$ cat config.mk
export PLATFORM = sky130hd
export DESIGN_NAME = lcd_time_display_flat
export DESIGN_NICKNAME = d
export VERILOG_FILES = /design/src/rtl/lcd_pkg.sv /design/src/rtl/lcd_time_display_if.sv /design/src/rtl/lcd_nibble_tx.sv /design/src/rtl/lcd_time_display.sv /design/src/flat_wrapper.sv
export SDC_FILE = /design/constraint.sdc
export NUM_CORES = 1
export LEC_CHECK = 0
export BUFFER_PORTS_ARGS = -buffer_cell sky130_fd_sc_hd__buf_4
export CAP_MARGIN = 10
export CORE_ASPECT_RATIO = 0.9
export CORE_UTILIZATION = 45
export CTS_CLUSTER_SIZE = 14
export DETAILED_ROUTE_END_ITERATION = 10
export PLACE_DENSITY = 0.62
export REMOVE_ABC_BUFFERS = 1
export SLEW_MARGIN = 10
export SYNTH_ARGS = -nofsm -noshare
export SYNTH_HDL_FRONTEND = slang
export SYNTH_HIERARCHICAL = 1
export SYNTH_SLANG_ARGS = --single-unit
$ cat constraint.sdc
create_clock -name CLK -period 4.25 [get_ports CLK]
set_input_delay 0.6375 -clock CLK [delete_from_list [all_inputs] [get_ports CLK]]
set_output_delay 0.6375 -clock CLK [all_outputs]
set_load 0.05 [all_outputs]
$ cat src/rtl/lcd_pkg.sv
// rtl/lcd_pkg.sv - HD44780 constants, ASCII codes, FSM state types and digit helper
package lcd_pkg;

    localparam logic [7:0] FUNC_SET_4B = 8'h28;
    localparam logic [7:0] ENTRY_INC   = 8'h06;
    localparam logic [7:0] DISP_ON     = 8'h0C;
    localparam logic [7:0] CLEAR       = 8'h01;
    localparam logic [7:0] DDRAM_L1    = 8'h80;

    localparam logic [7:0] ASCII_0     = 8'h30;
    localparam logic [7:0] ASCII_COLON = 8'h3A;
    localparam logic [7:0] ASCII_DASH  = 8'h2D;

    typedef enum logic [2:0] {
        PWR_WAIT,
        INIT,
        CFG,
        SNAP,
        ADDR,
        CHARS,
        FRAME_WAIT
    } lcd_state_t;

    typedef enum logic [2:0] {
        TX_IDLE,
        TX_SETUP,
        TX_PULSE,
        TX_HOLD,
        TX_POST
    } tx_phase_t;

    function automatic int unsigned max_of(input int unsigned a, input int unsigned b);
        return (a > b) ? a : b;
    endfunction

    // One ASCII digit of a 0..63 value; an out-of-range field renders as a dash.
    function automatic logic [7:0] digit_char(input logic [5:0] v, input logic tens, input logic valid);
        logic [5:0] d;
        d = tens ? (v / 6'd10) : (v % 6'd10);
        return valid ? (ASCII_0 + {2'b00, d}) : ASCII_DASH;
    endfunction

endpackage

$ cat src/rtl/lcd_time_display_if.sv
// rtl/lcd_time_display_if.sv - character LCD 4-bit write bus
interface lcd_time_display_if;
    logic [3:0] SF_D;
    logic       LCD_E;
    logic       LCD_RS;
    logic       LCD_RW;
    logic       SF_CE0;

    modport master (output SF_D, LCD_E, LCD_RS, LCD_RW, SF_CE0);
    modport slave  (input  SF_D, LCD_E, LCD_RS, LCD_RW, SF_CE0);
endinterface

$ cat src/rtl/lcd_nibble_tx.sv
// rtl/lcd_nibble_tx.sv - one LCD nibble write: setup, enable pulse, hold, post-delay
module lcd_nibble_tx
    import lcd_pkg::*;
#(
    parameter int unsigned TW      = 8,
    parameter int unsigned E_SETUP = 2,
    parameter int unsigned E_PULSE = 12,
    parameter int unsigned E_HOLD  = 1
) (
    input  logic          CLK,
    input  logic          RST_N,
    input  logic          start,
    input  logic [3:0]    nibble,
    input  logic          rs,
    input  logic [TW-1:0] post_delay,
    output logic          busy,
    output logic          done,
    output logic [3:0]    sf_d,
    output logic          lcd_e,
    output logic          lcd_rs
);

    tx_phase_t     phase, phase_nxt;
    logic [TW-1:0] tmr;
    logic [TW-1:0] post_q;
    logic          tmr_zero;

    assign tmr_zero = (tmr == '0);

    // Bus data only loads in idle, so it can never move while lcd_e is high.
    always_ff @(posedge CLK or negedge RST_N) begin
        if (!RST_N) begin
            phase  <= TX_IDLE;
            tmr    <= '0;
            post_q <= '0;
            sf_d   <= 4'h0;
            lcd_rs <= 1'b0;
            lcd_e  <= 1'b0;
        end else begin
            phase <= phase_nxt;
            lcd_e <= (phase_nxt == TX_PULSE);
            if (phase == TX_IDLE && start) begin
                sf_d   <= nibble;
                lcd_rs <= rs;
                post_q <= post_delay;
            end
            if (phase_nxt != phase) begin
                case (phase_nxt)
                    TX_SETUP: tmr <= TW'(E_SETUP - 1);
                    TX_PULSE: tmr <= TW'(E_PULSE - 1);
                    TX_HOLD:  tmr <= TW'(E_HOLD - 1);
                    TX_POST:  tmr <= post_q - 1'b1;
                    default:  tmr <= '0;
                endcase
            end else if (!tmr_zero) begin
                tmr <= tmr - 1'b1;
            end
        end
    end

    always_comb begin
        phase_nxt = phase;
        case (phase)
            TX_IDLE:  if (start)    phase_nxt = TX_SETUP;
            TX_SETUP: if (tmr_zero) phase_nxt = TX_PULSE;
            TX_PULSE: if (tmr_zero) phase_nxt = TX_HOLD;
            TX_HOLD:  if (tmr_zero) phase_nxt = TX_POST;
            TX_POST:  if (tmr_zero) phase_nxt = TX_IDLE;
            default:                phase_nxt = TX_IDLE;
        endcase
    end

    always_comb begin
        busy = (phase != TX_IDLE);
        done = (phase == TX_POST) && tmr_zero;
    end

endmodule

$ cat src/rtl/lcd_time_display.sv
// rtl/lcd_time_display.sv - HH:MM:SS on HD44780 line 1: power-on init then endless refresh
module lcd_time_display
    import lcd_pkg::*;
#(
    parameter int unsigned T_PWRUP = 750000,
    parameter int unsigned T_INIT1 = 205000,
    parameter int unsigned T_INIT2 = 5000,
    parameter int unsigned T_CMD   = 2000,
    parameter int unsigned T_CLEAR = 82000,
    parameter int unsigned T_NIB   = 50,
    parameter int unsigned E_SETUP = 2,
    parameter int unsigned E_PULSE = 12,
    parameter int unsigned E_HOLD  = 1,
    parameter int unsigned T_FRAME = 500000
) (
    input  logic               CLK,
    input  logic               RST_N,
    input  logic [5:0]         sec_digits,
    input  logic [5:0]         min_digits,
    input  logic [4:0]         hrs_digits,
    lcd_time_display_if.master lcd,
    output logic               init_done
);

    localparam int unsigned MAX_D = max_of(
        max_of(max_of(T_PWRUP, T_INIT1), max_of(T_INIT2, T_CMD)),
        max_of(max_of(T_CLEAR, T_NIB), max_of(T_FRAME, max_of(E_SETUP, max_of(E_PULSE, E_HOLD)))));
    localparam int TW = $clog2(MAX_D + 1);

    lcd_state_t    state, state_nxt;
    logic          wait_ld;
    logic [TW-1:0] wait_tmr;
    logic          wait_exp;
    logic [2:0]    idx;
    logic          lo;
    logic [4:0]    snap_h;
    logic [5:0]    snap_m, snap_s;
    logic [7:0]    byte_v, char_v;

    logic          tx_start, tx_rs, tx_busy, tx_done;
    logic [3:0]    tx_nib, tx_sf_d;
    logic          tx_e, tx_lcd_rs;
    logic [TW-1:0] tx_post;

    lcd_nibble_tx #(
        .TW      (TW),
        .E_SETUP (E_SETUP),
        .E_PULSE (E_PULSE),
        .E_HOLD  (E_HOLD)
    ) u_tx (
        .CLK        (CLK),
        .RST_N      (RST_N),
        .start      (tx_start),
        .nibble     (tx_nib),
        .rs         (tx_rs),
        .post_delay (tx_post),
        .busy       (tx_busy),
        .done       (tx_done),
        .sf_d       (tx_sf_d),
        .lcd_e      (tx_e),
        .lcd_rs     (tx_lcd_rs)
    );

    assign lcd.SF_D   = tx_sf_d;
    assign lcd.LCD_E  = tx_e;
    assign lcd.LCD_RS = tx_lcd_rs;
    assign lcd.LCD_RW = 1'b0;
    assign lcd.SF_CE0 = 1'b1;

    assign wait_exp = !wait_ld && (wait_tmr == '0);

    always_ff @(posedge CLK or negedge RST_N) begin
        if (!RST_N) state <= PWR_WAIT;
        else        state <= state_nxt;
    end

    always_comb begin
        state_nxt = state;
        case (state)
            PWR_WAIT:   if (wait_exp)                        state_nxt = INIT;
            INIT:       if (tx_done && idx == 3'd3)          state_nxt = CFG;
            CFG:        if (tx_done && lo && idx == 3'd3)    state_nxt = SNAP;
            SNAP:                                            state_nxt = ADDR;
            ADDR:       if (tx_done && lo)                   state_nxt = CHARS;
            CHARS:      if (tx_done && lo && idx == 3'd7)    state_nxt = FRAME_WAIT;
            FRAME_WAIT: if (wait_exp)                        state_nxt = SNAP;
            default:                                         state_nxt = PWR_WAIT;
        endcase
    end

    // wait_ld gives every state one cycle to load its wait, so reset can leave the timer at zero.
    always_ff @(posedge CLK or negedge RST_N) begin
        if (!RST_N) begin
            wait_ld   <= 1'b1;
            wait_tmr  <= '0;
            idx       <= 3'd0;
            lo        <= 1'b0;
            snap_h    <= 5'd0;
            snap_m    <= 6'd0;
            snap_s    <= 6'd0;
            init_done <= 1'b0;
        end else begin
            if (state_nxt != state) begin
                wait_ld <= 1'b1;
                idx     <= 3'd0;
                lo      <= 1'b0;
            end else begin
                if (wait_ld) begin
                    wait_ld  <= 1'b0;
                    wait_tmr <= (state == FRAME_WAIT) ? TW'(T_FRAME - 1) : TW'(T_PWRUP - 1);
                end else if (wait_tmr != '0) begin
                    wait_tmr <= wait_tmr - 1'b1;
                end
                if (tx_done) begin
                    if (state == INIT || lo) begin
                        idx <= idx + 3'd1;
                        lo  <= 1'b0;
                    end else begin
                        lo  <= 1'b1;
                    end
                end
            end
            if (state == SNAP) begin
                snap_h <= hrs_digits;
                snap_m <= min_digits;
                snap_s <= sec_digits;
            end
            if (state == CFG && state_nxt == SNAP) init_done <= 1'b1;
        end
    end

    always_comb begin
        char_v = ASCII_COLON;
        case (idx)
            3'd0:    char_v = digit_char({1'b0, snap_h}, 1'b1, snap_h <= 5'd23);
            3'd1:    char_v = digit_char({1'b0, snap_h}, 1'b0, snap_h <= 5'd23);
            3'd3:    char_v = digit_char(snap_m, 1'b1, snap_m <= 6'd59);
            3'd4:    char_v = digit_char(snap_m, 1'b0, snap_m <= 6'd59);
            3'd6:    char_v = digit_char(snap_s, 1'b1, snap_s <= 6'd59);
            3'd7:    char_v = digit_char(snap_s, 1'b0, snap_s <= 6'd59);
            default: char_v = ASCII_COLON;
        endcase
    end

    always_comb begin
        tx_start = 1'b0;
        tx_rs    = 1'b0;
        tx_nib   = 4'h0;
        tx_post  = TW'(T_CMD);
        byte_v   = 8'h00;
        case (state)
            INIT: begin
                tx_start = !tx_busy;
                case (idx[1:0])
                    2'd0:    begin tx_nib = 4'h3; tx_post = TW'(T_INIT1); end
                    2'd1:    begin tx_nib = 4'h3; tx_post = TW'(T_INIT2); end
                    2'd2:    begin tx_nib = 4'h3; tx_post = TW'(T_CMD);   end
                    default: begin tx_nib = 4'h2; tx_post = TW'(T_CMD);   end
                endcase
            end
            CFG, ADDR, CHARS: begin
                tx_start = !tx_busy;
                if (state == CFG) begin
                    case (idx[1:0])
                        2'd0:    byte_v = FUNC_SET_4B;
                        2'd1:    byte_v = ENTRY_INC;
                        2'd2:    byte_v = DISP_ON;
                        default: byte_v = CLEAR;
                    endcase
                end else if (state == ADDR) begin
                    byte_v = DDRAM_L1;
                end else begin
                    byte_v = char_v;
                    tx_rs  = 1'b1;
                end
                tx_nib = lo ? byte_v[3:0] : byte_v[7:4];
                if (!lo)                                 tx_post = TW'(T_NIB);
                else if (state == CFG && byte_v == CLEAR) tx_post = TW'(T_CLEAR);
                else                                     tx_post = TW'(T_CMD);
            end
            default: ;
        endcase
    end

endmodule

$ cat src/flat_wrapper.sv
// flat-port wrapper written by rule: the top's interface ports become plain ports
module lcd_time_display_flat import lcd_pkg::*;
#(
    parameter int unsigned T_PWRUP = 750000,
    parameter int unsigned T_INIT1 = 205000,
    parameter int unsigned T_INIT2 = 5000,
    parameter int unsigned T_CMD   = 2000,
    parameter int unsigned T_CLEAR = 82000,
    parameter int unsigned T_NIB   = 50,
    parameter int unsigned E_SETUP = 2,
    parameter int unsigned E_PULSE = 12,
    parameter int unsigned E_HOLD  = 1,
    parameter int unsigned T_FRAME = 500000
)
  (CLK, RST_N, sec_digits, min_digits, hrs_digits, init_done, lcd_SF_D, lcd_LCD_E, lcd_LCD_RS, lcd_LCD_RW, lcd_SF_CE0);
  lcd_time_display_if lcd_i ();
  input  logic CLK;
  input  logic RST_N;
  input  logic [5:0] sec_digits;
  input  logic [5:0] min_digits;
  input  logic [4:0] hrs_digits;
  output logic init_done;
  output wire logic [$bits(lcd_i.SF_D)-1:0] lcd_SF_D;
  output wire logic [$bits(lcd_i.LCD_E)-1:0] lcd_LCD_E;
  output wire logic [$bits(lcd_i.LCD_RS)-1:0] lcd_LCD_RS;
  output wire logic [$bits(lcd_i.LCD_RW)-1:0] lcd_LCD_RW;
  output wire logic [$bits(lcd_i.SF_CE0)-1:0] lcd_SF_CE0;
  assign lcd_SF_D = lcd_i.SF_D;
  assign lcd_LCD_E = lcd_i.LCD_E;
  assign lcd_LCD_RS = lcd_i.LCD_RS;
  assign lcd_LCD_RW = lcd_i.LCD_RW;
  assign lcd_SF_CE0 = lcd_i.SF_CE0;
  lcd_time_display #(.T_PWRUP(T_PWRUP), .T_INIT1(T_INIT1), .T_INIT2(T_INIT2), .T_CMD(T_CMD), .T_CLEAR(T_CLEAR), .T_NIB(T_NIB), .E_SETUP(E_SETUP), .E_PULSE(E_PULSE), .E_HOLD(E_HOLD), .T_FRAME(T_FRAME)) u_core (.CLK(CLK), .RST_N(RST_N), .sec_digits(sec_digits), .min_digits(min_digits), .hrs_digits(hrs_digits), .lcd(lcd_i), .init_done(init_done));
endmodule
# == After elaboration in Yosys (flattened, before gate mapping) ==
# Index checks and enable logic that the tools add are counted.
# classes
n_addsub,10
div,6
n_lt_le_gt_ge,3
n_eq_ne,25
n_mux,48
bitwise,1
n_reduce_logical,28
# op_table
cell,count
20-bit 2-to-1 mux,6
8-bit 2-to-1 mux,9
20-bit one-hot mux with 3 select lines,1
20-bit by 1-bit subtractor with 20-bit output (second input constant),3
8-bit one-hot mux with 6 select lines,1
6-bit by 6-bit adder with 7-bit output (first input constant),6
3-bit 2-to-1 mux,14
20-bit zero test,2
20-bit one-hot mux with 2 select lines,1
18-bit one-hot mux with 2 select lines,1
3-bit equality test (second input constant),8
3-bit by 2-bit equality test with 1-bit output (second input constant),7
3-bit one-hot mux with 7 select lines,1
20-bit nonzero test,1
6-bit one-hot mux with 3 select lines,1
17-bit 2-to-1 mux,1
3-bit one-hot mux with 5 select lines,1
6-bit by 4-bit divider with 6-bit output (second input constant),2
3-bit by 1-bit equality test with 1-bit output (second input constant),4
6-bit <= comparator (second input constant),2
6-bit by 4-bit modulo with 6-bit output (second input constant),2
1-bit logical AND,9
3-bit zero test,3
1-bit 2-to-1 mux,9
20 further kinds,26
# totals
regBits,95
input_bits,19
output_inout_bits,9
wordCells,136

# == Longest topological paths before layout ==
# depth
depth_word,12
depth_mapped,15
mapped_depth_nobuf,12

# == By module ==
# The synthesis kept the hierarchy.
# by_module_without_submodules
mod,instances,cells_each,area_each_um2,seq_area_each_um2
lcd_time_display,1,504,4012.6,1152.4
lcd_nibble_tx,1,250,2715.1,1226.2

# == Worst setup path before layout ==
# No wires, ideal clock.
# synth_timing
path_kind,register to register
from,register u_core.snap_s[3]
to,register u_core.u_tx.post_q[16]
setup_time_ns,0.125
arrival_ns,2.926
required_time_ns,4.125
setup_slack_ns,1.199
stages_incl_launch_ff,14
path_buffers,2
synth_period_minus_slack_ns,3.051
cell_sequence,dfrtp_1 -> clkbuf_1 -> clkbuf_1 -> nand3b_1 -> a21oi_1 -> a311oi_1 -> ha_1 -> and2_1 -> o32ai_1 -> a222oi_1 -> o31ai_1 -> nor4_1 -> or2_2 -> mux2_2
# synth_between
elab_chain_len,12
word_cells_on_any_way,16
classes_between,2 x add/sub; 2 x div; 1 x order compare; 1 x eq/ne; 9 x mux; 1 x reduce/logical
# synth_rtl
element,line_no,rtl
start: declaration,lcd_time_display.sv:37,"logic [5:0] snap_m, snap_s;"
start signal: assignment,lcd_time_display.sv:126,snap_s <= sec_digits;
6-bit by 4-bit modulo with 6-bit output or 6-bit by 4-bit divider with 6-bit output (tied branches),-,
6-bit by 6-bit adder with 7-bit output,lcd_pkg.sv:40,"return valid ? (ASCII_0 + {2'b00, d}) : ASCII_DASH;"
8-bit 2-to-1 mux,lcd_pkg.sv:40,
8-bit one-hot mux with 6 select lines *,lcd_time_display.sv:134,case (idx)
8-bit 2-to-1 mux *,lcd_time_display.sv:170,end else if (state == ADDR) begin
8-bit 2-to-1 mux *,lcd_time_display.sv:163,if (state == CFG) begin
8-bit 2-to-1 mux *,lcd_time_display.sv:151,case (state)
8-bit by 1-bit equality test with 1-bit output *,lcd_time_display.sv:178,else if (state == CFG && byte_v == CLEAR) tx_post = TW'(T_CLEAR);
1-bit logical AND *,lcd_time_display.sv:178,
17-bit 2-to-1 mux *,lcd_time_display.sv:178,
20-bit 2-to-1 mux *,lcd_time_display.sv:177,if (!lo) tx_post = TW'(T_NIB);
20-bit one-hot mux with 2 select lines *,lcd_time_display.sv:151,
via u_core.tx_post[16],lcd_time_display.sv:43,logic [TW-1:0] tx_post;
end signal: assignment,lcd_nibble_tx.sv:45,post_q <= post_delay;
end: declaration,lcd_nibble_tx.sv:25,logic [TW-1:0] post_q;
# The timed path passes the listed nets; every way through them passes the cells marked *. The select of a mux whose other input is x is not followed.
# A chain may end at the register's enable or synchronous reset.

# == Worst setup path in the final report ==
# layout_timing
from,register u_core.u_tx.tmr[0]
to,register u_core.wait_tmr[19]
# layout_between
elab_chain_len,9
word_cells_on_any_way,14
classes_between,1 x eq/ne; 5 x mux; 1 x bitwise; 7 x reduce/logical
# layout_rtl
element,line_no,rtl
start: declaration,lcd_nibble_tx.sv:24,logic [TW-1:0] tmr;
start signal: assignment,lcd_nibble_tx.sv:49,TX_SETUP: tmr <= TW'(E_SETUP - 1);
start signal: assignment,lcd_nibble_tx.sv:50,TX_PULSE: tmr <= TW'(E_PULSE - 1);
start signal: assignment,lcd_nibble_tx.sv:51,TX_HOLD: tmr <= TW'(E_HOLD - 1);
20-bit zero test *,lcd_nibble_tx.sv:28,assign tmr_zero = (tmr == '0);
1-bit logical AND *,lcd_nibble_tx.sv:75,done = (phase == TX_POST) && tmr_zero;
via u_core.tx_done,lcd_time_display.sv:40,"logic tx_start, tx_rs, tx_busy, tx_done;"
1-bit logical AND,"lcd_time_display.sv:82, lcd_time_display.sv:84, lcd_time_display.sv:85",
"1-bit logical AND, on equally long branches","lcd_time_display.sv:85, lcd_time_display.sv:82",
"3-bit 2-to-1 mux, on equally long branches","lcd_time_display.sv:85, lcd_time_display.sv:82",
3-bit one-hot mux with 7 select lines *,lcd_time_display.sv:79,case (state)
3-bit != test *,lcd_time_display.sv:103,if (state_nxt != state) begin
1-bit inverter (no source line) *,-,
2-bit AND reduction (no source line) *,-,
end signal: assignment,lcd_time_display.sv:110,wait_tmr <= (state == FRAME_WAIT) ? TW'(T_FRAME - 1) : TW'(T_PWRUP - 1);
end signal: assignment,lcd_time_display.sv:112,wait_tmr <= wait_tmr - 1'b1;
end: declaration,lcd_time_display.sv:32,logic [TW-1:0] wait_tmr;
# The timed path passes the listed nets; every way through them passes the cells marked *.

==> impl_metrics.yaml <==
timing:
  maxSlewViolCount: 0
  holdWs_ns: 0.3940
  setup_slack_ns: 0.6493
  slew_headroom_pct: 32.78
  rsz0062_at_grt: "no"
  finalSetupTns_ns: 0
  fmax_ghz: 0.2777
  tightestPinTransition_ns: 1.008
  min_period_over_period_pct: 84.72
  finalHoldViolations: 0
  fin_crit_ns: 3.601
  skew_ns: 0.006600
  finalSetupViolations: 0
clock_network:
  numClockSinks: 95
  clockBufferDepth: 2
  cts_tree: "built"
  cts_max_level: 3
  cts_hold_buf: 0
  post_cts_resized: 0
  cts_root_buffer: "clkbuf_16"
  clk_latency_ns: 0.35
  numCtsBuffers: 9
  clk_pin_slew_ns: 0.07
  postCtsSetupBuffers: 0
placed_design:
  dpl.hpwl_um: 11350
  pre_cts_ws_ns: 0.7593
  dp.cells: 944
  routabilityCongestion: 0.9327
  placement.io_buffers: 25
synth:
  synth_common_cells: "dfrtp_1 (94), nor2_1 (62), nand2_1 (52)"
  yosys.cell_types.count: 84
  yosys_most_used_dff: "dfrtp_1"
  synth.avg_cell_area_um2: 8.923
  synth_top_area_share_pct: 34.96
  synthCells: 754
  ys_seq_area_share_pct: 35.35
  synth_edf_count: 0
  synth_area_leaders: "dfrtp_1 (35%), mux2_2 (6.9%), xnor2_1 (3.6%)"
  yosysWarningCount: 6
  postSynth.asyncResetShare_pct: 100.0
  synth_most_common_cell: "dfrtp_1"
  syn_area_mm2: 0.006728
  synth_top_area_cell: "dfrtp_1"
  ys_seq_elements: 95
final_layout:
  num-nets-final: 793
  area_growth_pct: 8.834
  diodes: 0
  drive_gt1_share_pct: 16.40
  utilization_pct: 49.94
  stdcell_count: 960
global_route:
  antenna_found_initial: 0
  grt_pass1_vias: 5501
  gr-total-overflow: 0
  grt_use_total_pct: 21.77
  grt_max_degree: 69
  grt_pass1_wl_um: 26870
worst_setup_path:
  cp_max_fo: 22
  cp_num_buf_inv: 1
  critical_path_class: "flop to flop"
  crit_top_cell: "nand2_1"
  max_stage_delay_ns: 0.50
  endpoint_kind: "flop"
  cp.depth: 11
  path_delay_family: "simple AND/OR/NAND/NOR gates"
  cp-start-kind: "flop"
  critPathRequiredTime_ns: 4.50
  critical_path.cell_chain: "inv_1 -> ha_1 -> nor4b_2 -> and4_1 -> nand2_1 -> nor2_1 -> o21ai_0 -> nand2_1 -> a21oi_2 -> a31o_1 -> a32o_1"
  critPathArrivalTime_ns: 3.85
  r2r_cells: 11
  cp_slowest_cell: "and4_1"
route:
  drc: 1
  dr_total_vias: 5694
  drt_wl_total_um: 15760
  firstDrtPassIters: 11
  viasPerCell: 5.931
  antenna_left: 0
  wire_per_inst_um: 16.42
  drt_iter0_drc: 362
floorplan:
  core-area_mm2: 0.01466
  dieArea_mm2: 0.01544
  initial_utilization_pct: 45.89
  fp.dieH_um: 118.0
  rows: 42
  die_x_um: 130.9
  ioPinCount: 28
flow_run:
  drv_cap: 0
power:
  ir_drop_mv: 0.1848
  power.leakage_uw: 0.002862
  pwr_density_cell_mw_per_mm2: 296.0
outcome:
  failed_checks: "design-rule violations"
  status: "finished with violations"
worst_hold_path:
  hold_class: "input pin to async pin"
[final timing paths]
| path | from | to | slack, ns |
|---|---|---|---|
| worst max register to register | u_core/u_tx/tmr[0]$_DFFE_PN0P_ | u_core/wait_tmr[19]$_DFFE_PN0P_ | 0.65 |
| worst min-delay path | RST_N | u_core/u_tx/lcd_e$_DFF_PN0_ | 0.39 |
| worst max-delay path | u_core/u_tx/tmr[0]$_DFFE_PN0P_ | u_core/wait_tmr[19]$_DFFE_PN0P_ | 0.65 |
| min in group CLK | hrs_digits[1] | u_core/snap_h[1]$_DFFE_PN0N_ | 0.51 |
| max in group asynchronous | RST_N | u_core/wait_ld$_DFF_PN1_ | 2.90 |
| worst min register to register | u_core/init_done$_DFFE_PN0P_ | u_core/init_done$_DFFE_PN0P_ | 0.51 |
[power breakdown]
group	switching [uW]	total (uW)	internal [uW]
sequential	92.1	1060	964
combinational	142	282	139
clock	354	830	476
[worst register-to-register path, delay by kind of cell, from the launching register on]
| kind | cells | cell delay, ns |
|---|---|---|
| and+or+nand+nor | 5 | 1.76 |
| adders and majority gates | 1 | 0.19 |
| buffers and inverters | 1 | 0.08 |
| DFF | 1 | 0.44 |
| AOI/OAI and AO/OA | 4 | 1.01 |
[per-stage QoR]
stage	instance area, um^2	total power (uW)
4_1_cts	7322	2196
5_1_grt	7322	2280
3_5_place_dp	7014	1348
2_1_floorplan	6550	1254
6_report	7322	2167
3_3_place_gp	7014	1338
[logic make-up after synthesis]
logic type | Yosys count | share of synthesized area [%]
AO/OA/AOI/OAI | 198 | 20.74
buffers and inverters | 81 | 5.151
AND/OR/NAND/NOR | 275 | 22.65
multiplexers | 46 | 7.606
adder cells (fa/ha/maj) | 18 | 3.310
flip-flops | 95 | 35.35
XOR/XNOR | 39 | 5.077
other | 2 | 0.1116
[area by class of cell]
type                       instances  area [um^2]
clock buffer                      10        239.0
clock inverter                     6        68.82
fill                            1376         7340
inverter                          34        127.6
multi-input combinational        589         4050
sequential                        95         2379
tap                              198        247.7
timing repair buffer              28        210.2
[layout by cell type, fill, tap and decap left out, drive strengths merged, types with 5 or more instances in the layout]
cell,instances
conb,13
o211ai,5
nor2,62
mux2,41
ha,17
nand4,6
inv,35
buf,28
nand2b,16
xor2,11
nand3b,6
xnor2,28
nor4,16
or3,9
or4,9
o31ai,10
nand2,52
a211oi,6
a21boi,7
dfrtp,94
and2,7
nor2b,17
a21o,5
nor3,32
mux2i,5
or2,6
a2111oi,6
nor3b,7
nand3,15
a21oi,44
clkbuf,10
o21ai,41
o22ai,19
[routing by layer]
layer  vias up  GRT usage (%)  share of wire [%]
met2       154          35.09                 49
met5         -              0                  0
met3        17          4.409                5.1
li1       2758              -                  -
met1      2765          29.06                 45
met4         0          6.825                1.2
[state kept, by name, indices dropped and copies added, names as in the netlist]
name / count
u_core/u_tx/lcd_e: 1
u_core/idx: 3
u_core/init_done: 1
u_core/u_tx/sf_d: 4
u_core/u_tx/lcd_rs: 1
u_core/snap_h: 5
u_core/snap_s: 6
u_core/u_tx/tmr: 20
u_core/wait_ld: 1
u_core/wait_tmr: 20
u_core/lo: 1
u_core/state: 3
u_core/u_tx/post_q: 20
u_core/u_tx/phase: 3
u_core/snap_m: 6
(Power assumes the default switching activity.)
